--- config.mk ---
export PLATFORM = sky130hd
export DESIGN_NAME = branch_target_predictor_flat
export DESIGN_NICKNAME = d
export VERILOG_FILES = /design/src/rtl/branch_target_predictor_if.sv /design/src/rtl/branch_target_predictor.sv /design/src/flat_wrapper.sv
export SDC_FILE = /design/constraint.sdc
export NUM_CORES = 2
export LEC_CHECK = 0
export CELL_PAD_IN_SITES_DETAIL_PLACEMENT = 0
export CELL_PAD_IN_SITES_GLOBAL_PLACEMENT = 1
export CORE_MARGIN = 4
export CORE_UTILIZATION = 45
export DETAILED_ROUTE_END_ITERATION = 16
export PLACE_DENSITY = 0.83
export SYNTH_ARGS = -nofsm -noshare
export SYNTH_HDL_FRONTEND = slang
export SYNTH_SLANG_ARGS = --single-unit
--- constraint.sdc ---
create_clock -name clk_i -period 11.85 [get_ports clk_i]
set_clock_uncertainty 0.2 [all_clocks]
set_input_delay 1.7775 -clock clk_i [delete_from_list [all_inputs] [get_ports clk_i]]
set_output_delay 1.7775 -clock clk_i [all_outputs]
set_load 0.01 [all_outputs]
--- src/rtl/branch_target_predictor_if.sv ---
// Purpose: bundles the fetch-side lookup and EX-side training signals of the
//          branch target predictor.
// Ports (signal summary):
//   pc_i / pred_pc_o / pred_taken_o      : fetch lookup (combinational)
//   upd_valid_i .. upd_mispredict_i      : resolved-branch training bus from EX
//   br_cnt_o / mis_cnt_o                 : performance counters
// master = the surrounding pipeline, slave = the predictor.
interface branch_target_predictor_if;
    logic [31:0] pc_i;
    logic [31:0] pred_pc_o;
    logic        pred_taken_o;
    logic        upd_valid_i;
    logic [31:0] upd_pc_i;
    logic        upd_taken_i;
    logic [31:0] upd_target_i;
    logic        upd_mispredict_i;
    logic [31:0] br_cnt_o;
    logic [31:0] mis_cnt_o;

    modport master (
        output pc_i, upd_valid_i, upd_pc_i, upd_taken_i, upd_target_i, upd_mispredict_i,
        input  pred_pc_o, pred_taken_o, br_cnt_o, mis_cnt_o
    );

    modport slave (
        input  pc_i, upd_valid_i, upd_pc_i, upd_taken_i, upd_target_i, upd_mispredict_i,
        output pred_pc_o, pred_taken_o, br_cnt_o, mis_cnt_o
    );
endinterface

--- src/rtl/branch_target_predictor.sv ---
// Purpose: next-PC generator. Direct-mapped flop-based BTB with 2-bit saturating
//          counters; combinational lookup of pc_i, one-cycle training from EX,
//          saturating resolved-branch / mispredict counters.
// Ports:
//   clk_i : clock, all state updates on posedge
//   rst_i : synchronous active-high reset
//   bus   : branch_target_predictor_if.slave (lookup, training, perf counters)
module branch_target_predictor #(
    parameter int unsigned IDX_W = 4
) (
    input logic                        clk_i,
    input logic                        rst_i,
    branch_target_predictor_if.slave   bus
);
    localparam int unsigned ENTRIES = 2 ** IDX_W;
    localparam int unsigned TAG_W   = 30 - IDX_W;

    logic              valid_q  [ENTRIES];
    logic [TAG_W-1:0]  tag_q    [ENTRIES];
    logic [31:0]       target_q [ENTRIES];
    logic [1:0]        ctr_q    [ENTRIES];
    logic              valid_d  [ENTRIES];
    logic [TAG_W-1:0]  tag_d    [ENTRIES];
    logic [31:0]       target_d [ENTRIES];
    logic [1:0]        ctr_d    [ENTRIES];

    logic [31:0] br_cnt_q, br_cnt_d;
    logic [31:0] mis_cnt_q, mis_cnt_d;

    logic [IDX_W-1:0] lk_idx, up_idx;
    logic [TAG_W-1:0] lk_tag, up_tag;
    logic             lk_hit, up_hit;

    // PC bits [1:0] take no part in index or tag.
    logic unused_pc_bits;
    assign unused_pc_bits = ^{bus.pc_i[1:0], bus.upd_pc_i[1:0]};

    assign lk_idx = bus.pc_i[IDX_W+1:2];
    assign lk_tag = bus.pc_i[31:IDX_W+2];
    assign up_idx = bus.upd_pc_i[IDX_W+1:2];
    assign up_tag = bus.upd_pc_i[31:IDX_W+2];

    // Lookup reads the registered table only, so a same-cycle update is not bypassed.
    always_comb begin
        lk_hit           = valid_q[lk_idx] && (tag_q[lk_idx] == lk_tag);
        bus.pred_taken_o = lk_hit && ctr_q[lk_idx][1];
        bus.pred_pc_o    = bus.pred_taken_o ? target_q[lk_idx] : bus.pc_i + 32'd4;
    end

    // Table training and perf counter next-state.
    always_comb begin
        valid_d   = valid_q;
        tag_d     = tag_q;
        target_d  = target_q;
        ctr_d     = ctr_q;
        br_cnt_d  = br_cnt_q;
        mis_cnt_d = mis_cnt_q;
        up_hit    = valid_q[up_idx] && (tag_q[up_idx] == up_tag);

        if (bus.upd_valid_i) begin
            if (up_hit) begin
                if (bus.upd_taken_i) begin
                    if (ctr_q[up_idx] != 2'b11) ctr_d[up_idx] = ctr_q[up_idx] + 2'd1;
                    target_d[up_idx] = bus.upd_target_i;
                end else if (ctr_q[up_idx] != 2'b00) begin
                    ctr_d[up_idx] = ctr_q[up_idx] - 2'd1;
                end
            end else if (bus.upd_taken_i) begin
                // Allocate weakly-taken, evicting whatever aliased here.
                valid_d[up_idx]  = 1'b1;
                tag_d[up_idx]    = up_tag;
                target_d[up_idx] = bus.upd_target_i;
                ctr_d[up_idx]    = 2'b10;
            end

            if (br_cnt_q != 32'hFFFF_FFFF) br_cnt_d = br_cnt_q + 32'd1;
            if (bus.upd_mispredict_i && (mis_cnt_q != 32'hFFFF_FFFF))
                mis_cnt_d = mis_cnt_q + 32'd1;
        end
    end

    // State registers; reset wins over a coincident update.
    always_ff @(posedge clk_i) begin
        if (rst_i) begin
            for (int i = 0; i < int'(ENTRIES); i++) begin
                valid_q[i]  <= 1'b0;
                tag_q[i]    <= '0;
                target_q[i] <= '0;
                ctr_q[i]    <= 2'b01;
            end
            br_cnt_q  <= '0;
            mis_cnt_q <= '0;
        end else begin
            valid_q   <= valid_d;
            tag_q     <= tag_d;
            target_q  <= target_d;
            ctr_q     <= ctr_d;
            br_cnt_q  <= br_cnt_d;
            mis_cnt_q <= mis_cnt_d;
        end
    end

    assign bus.br_cnt_o  = br_cnt_q;
    assign bus.mis_cnt_o = mis_cnt_q;
endmodule

--- src/flat_wrapper.sv ---
// flat-port wrapper written by rule: the top's interface ports become plain ports
module branch_target_predictor_flat 
#(
    parameter int unsigned IDX_W = 4
)
  (clk_i, rst_i, bus_pc_i, bus_upd_valid_i, bus_upd_pc_i, bus_upd_taken_i, bus_upd_target_i, bus_upd_mispredict_i, bus_pred_pc_o, bus_pred_taken_o, bus_br_cnt_o, bus_mis_cnt_o);
  branch_target_predictor_if bus_i ();
  input logic clk_i;
  input logic rst_i;
  input wire logic [$bits(bus_i.pc_i)-1:0] bus_pc_i;
  input wire logic [$bits(bus_i.upd_valid_i)-1:0] bus_upd_valid_i;
  input wire logic [$bits(bus_i.upd_pc_i)-1:0] bus_upd_pc_i;
  input wire logic [$bits(bus_i.upd_taken_i)-1:0] bus_upd_taken_i;
  input wire logic [$bits(bus_i.upd_target_i)-1:0] bus_upd_target_i;
  input wire logic [$bits(bus_i.upd_mispredict_i)-1:0] bus_upd_mispredict_i;
  output wire logic [$bits(bus_i.pred_pc_o)-1:0] bus_pred_pc_o;
  output wire logic [$bits(bus_i.pred_taken_o)-1:0] bus_pred_taken_o;
  output wire logic [$bits(bus_i.br_cnt_o)-1:0] bus_br_cnt_o;
  output wire logic [$bits(bus_i.mis_cnt_o)-1:0] bus_mis_cnt_o;
  assign bus_i.pc_i = bus_pc_i;
  assign bus_i.upd_valid_i = bus_upd_valid_i;
  assign bus_i.upd_pc_i = bus_upd_pc_i;
  assign bus_i.upd_taken_i = bus_upd_taken_i;
  assign bus_i.upd_target_i = bus_upd_target_i;
  assign bus_i.upd_mispredict_i = bus_upd_mispredict_i;
  assign bus_pred_pc_o = bus_i.pred_pc_o;
  assign bus_pred_taken_o = bus_i.pred_taken_o;
  assign bus_br_cnt_o = bus_i.br_cnt_o;
  assign bus_mis_cnt_o = bus_i.mis_cnt_o;
  branch_target_predictor #(.IDX_W(IDX_W)) u_core (.clk_i(clk_i), .rst_i(rst_i), .bus(bus_i));
endmodule
==> flow_summary.ini <==
[outcome]
status = finished clean

[synth]
synthCells = 5222
netlist_area_mm2 = 0.0500
synthArstFlopShare = 0
synth_nets = 5328
yosysTopAreaCellShare = 0.416
yosysWarnings = 0
synth.avg_cell_area_um2 = 9.57
synth_seq_area_share = 0.416
synth_ff_type = dfxtp_1
synth_area_leaders = dfxtp_1 (42%), mux4_2 (17%), mux2i_1 (9.9%), nand2_1 (8.2%), a21oi_1 (5.7%)
synth_cell_type_count = 57
synth_area_leader_cell = dfxtp_1
synth_edf_count = 0
synth_seq_cells = 1040

[placed_design]
port_buffers = 195
gp_congestion = 0.846
dp.final_hpwl_um = 90200
pre_cts_slack_ns = 3.27
dpl.cell_count = 6465

[detailed_routing]
wl_per_cell_um = 24.2
ant_nets = 0
wl_um = 162000
dr_total_vias = 39200
drtPass1Iterations = 6
first_iter_violations = 4280
drcViolationCount = 0
avgViaCountPerCell = 5.86

[pwr]
internal_power_mw = 6.02
irDropWorstVdd_v = 0.000128
combPwrFrac = 0.068
power_switching_mw = 1.88
power_density_mw_per_mm2 = 140
leakagePower_nw = 18.3
swShare = 0.238
clock_power_share = 0.484
power.total_mw = 7.90
p_seq_frac = 0.448

[sta]
slew_headroom = 0.235
fin_ws_ns = 3.32
finalSetupViolCount = 0
timing.final.crit_share = 0.720
max_slew.worst_pin.slew_ns = 1.15
slew_viol_final = 0
hold_ws_ns = 0.251
tns_ns = 0
fmax_ghz = 0.117
finalHoldViolCount = 0
rsz0062_at_grt = false
layout_min_cycle_time_ns = 8.53

[setup_path]
ff2ff_path_depth = 10
crit_path_cell_trace = buf_8, buf_4, mux4_2, mux4_2, xnor2_1, nand4_1, nor3_1, nand4_1, buf_4, mux2_2, clkdlybuf4s50_1
r2r-end = u_core.ctr_q[1]
path_max_fanout = 73
crit_type = in -> out
end_kind = output pin
rrSetupSlack_ns = 7.52
cpPeakStageDelay_ns = 0.64
slowest_stage = buf_8
cp_data_required_time_ns = 9.87
r2r-start = u_core.tag_q[244]
cp.arrival_ns = 6.55
critPathLaunchType = primary input

[clock_tree]
clk_pin_slew_worst_paths_ns = 0.06
h-tree-depth = 3
root_buffer = clkbuf_16
clock_latency_ns = 0.71
postCtsResizedCells = 0
hold_buffers = 0
clock-sinks = 1040
cts_tree = done
post_cts_buffers = 0
clk_path_buf_depth = 3
numCtsBuffers = 112

[global_routing]
grt_max_degree = 196
grtUsageTotal = 0.272
grt_pass1_wl_um = 241000
first_global_vias = 37700
antenna_found_initial = 18
grt_overflow = 0

[min_path]
hold_depth = 2
hold_path_class = reg -> reg
hp-start = u_core.target_q[288]
whs_endpoint = u_core.target_q[288]

[cells_and_area]
final_cells = 6685
finalNetCount = 5197
synthToLayoutAreaGrowth_pct = 13.1
drive_above_1_share = 0.147

[floorplanning]
core.rowCount = 122
die_h_um = 341
fp.dieW_um = 341
coreArea_mm2 = 0.111
die-area_mm2 = 0.116
initial_core_util = 0.452
num_io_pins = 198

[job]
maxCapViolCount = 0
-- cells in the final DEF, fill, tap and decap left out, drive strengths merged, types with 5 or more instances in the layout --
cell,Yosys,final
nand2,1089,1089
dfxtp,1040,1040
nor2,574,574
a21oi,565,565
mux2i,495,495
mux4,385,385
clkdlybuf4s50,0,186
clkbuf,368,161
buf,148,85
xnor2,79,79
nand3,63,63
xor2,58,58
mux2,45,45
inv,35,38
nor3,29,29
nand4,26,26
o21ai,24,24
clkinv,1,22
or3,19,19
nor2b,18,18
bufinv,0,17
o22ai,16,16
a211oi,16,16
and4,14,14
diode,0,12
and3,11,11
a22oi,11,11
and2,10,10
a31oi,9,9
o31a,9,9
o31ai,8,8
o32ai,8,8
nand2b,6,6
clkinvlp,0,6
ha,5,5
nor4,5,5
-- kinds of logic after synthesis --
group	count (synthesis)	synth area share
muxes	925	0.283
and+or+nand+nor	1875	0.151
DFF	1040	0.416
xor gates and xnor gates	137	0.0240
adders and majority gates	5	0.00125
AOI/OAI and AO/OA	688	0.0745
buffers and inverters	552	0.0502
-- Yosys cell counts (all sizes together) (6+ instances only) --
master,number
inv,35
nand2,1089
a211oi,16
a31oi,9
mux2i,495
nor3,29
o31a,9
nand2b,6
nand4,26
and2,10
xnor2,79
nand3,63
clkbuf,368
or3,19
mux4,385
buf,148
xor2,58
o22ai,16
nor2,574
o32ai,8
o21ai,24
dfxtp,1040
and4,14
a22oi,11
a21oi,565
nor2b,18
and3,11
o31ai,8
mux2,45
-- power by group through the flow --
stage,clock (mW),sequential (mW),combinational (mW)
2_1_floorplan,0,3.61,0.350
3_3_place_gp,0,3.62,0.525
3_5_place_dp,0,3.62,0.527
4_1_cts,3.87,3.54,0.529
5_1_grt,4.02,3.54,0.566
6_report,3.82,3.54,0.537
-- critical path: cells and delay by family --
kind / cells / cell delay [ns]
buffers and inverters: 4 / 2.12
multiplexers: 3 / 1.58
AND/OR/NAND/NOR: 3 / 0.79
XOR/XNOR: 1 / 0.19
-- through the flow --
stage | cell area, um^2 | utilization
2_1_floorplan | 50000 | -
3_3_place_gp | 52400 | 0.474
3_5_place_dp | 52400 | 0.474
4_1_cts | 56500 | 0.511
5_1_grt | 56500 | 0.511
6_report | 56500 | 0.511
-- metal layers --
metal | wire length [um] | GRT usage | part of all wire
met4 | 5750 | 0.0951 | 0.036
met2 | 73400 | 0.428 | 0.45
met3 | 16600 | 0.0785 | 0.10
met5 | 84 | 0 | 0.00052
met1 | 66000 | 0.358 | 0.41
-- flip-flops by register name, indices dropped and copies added (netlist names) --
name,flops
u_core.bus.br_cnt_o,32
u_core.bus.mis_cnt_o,32
u_core.ctr_q,32
u_core.tag_q,416
u_core.target_q,512
u_core.valid_q,16
-- cell type report --
class | count | area (um^2)
Clock buffer | 161 | 3310
Inverter | 36 | 135
Antenna cell | 12 | 30.0
Sequential cell | 1040 | 20800
Tap cell | 1488 | 1860
Multi-Input combinational cell | 3630 | 27000
Fill cell | 9976 | 54000
Timing Repair Buffer | 271 | 2580
Clock inverter | 47 | 754
-- how the worst max path moves through the flow --
stage / endpoint / startpoint / cells after the start / slack, ns
final: bus_pred_pc_o[14] / bus_pc_i[2] / 11 / 3.32
after detailed placement: bus_pred_pc_o[20] / bus_pc_i[2] / 11 / 3.27
after global placement: bus_pred_pc_o[20] / bus_pc_i[2] / 11 / 3.33
after global routing: bus_pred_pc_o[20] / bus_pc_i[2] / 11 / 3.01
after CTS: bus_pred_pc_o[20] / bus_pc_i[2] / 11 / 3.31
after floorplan: bus_pred_pc_o[0] / bus_pc_i[2] / 8 / 5.23
No activity file was read; power rests on OpenSTA's default activity.
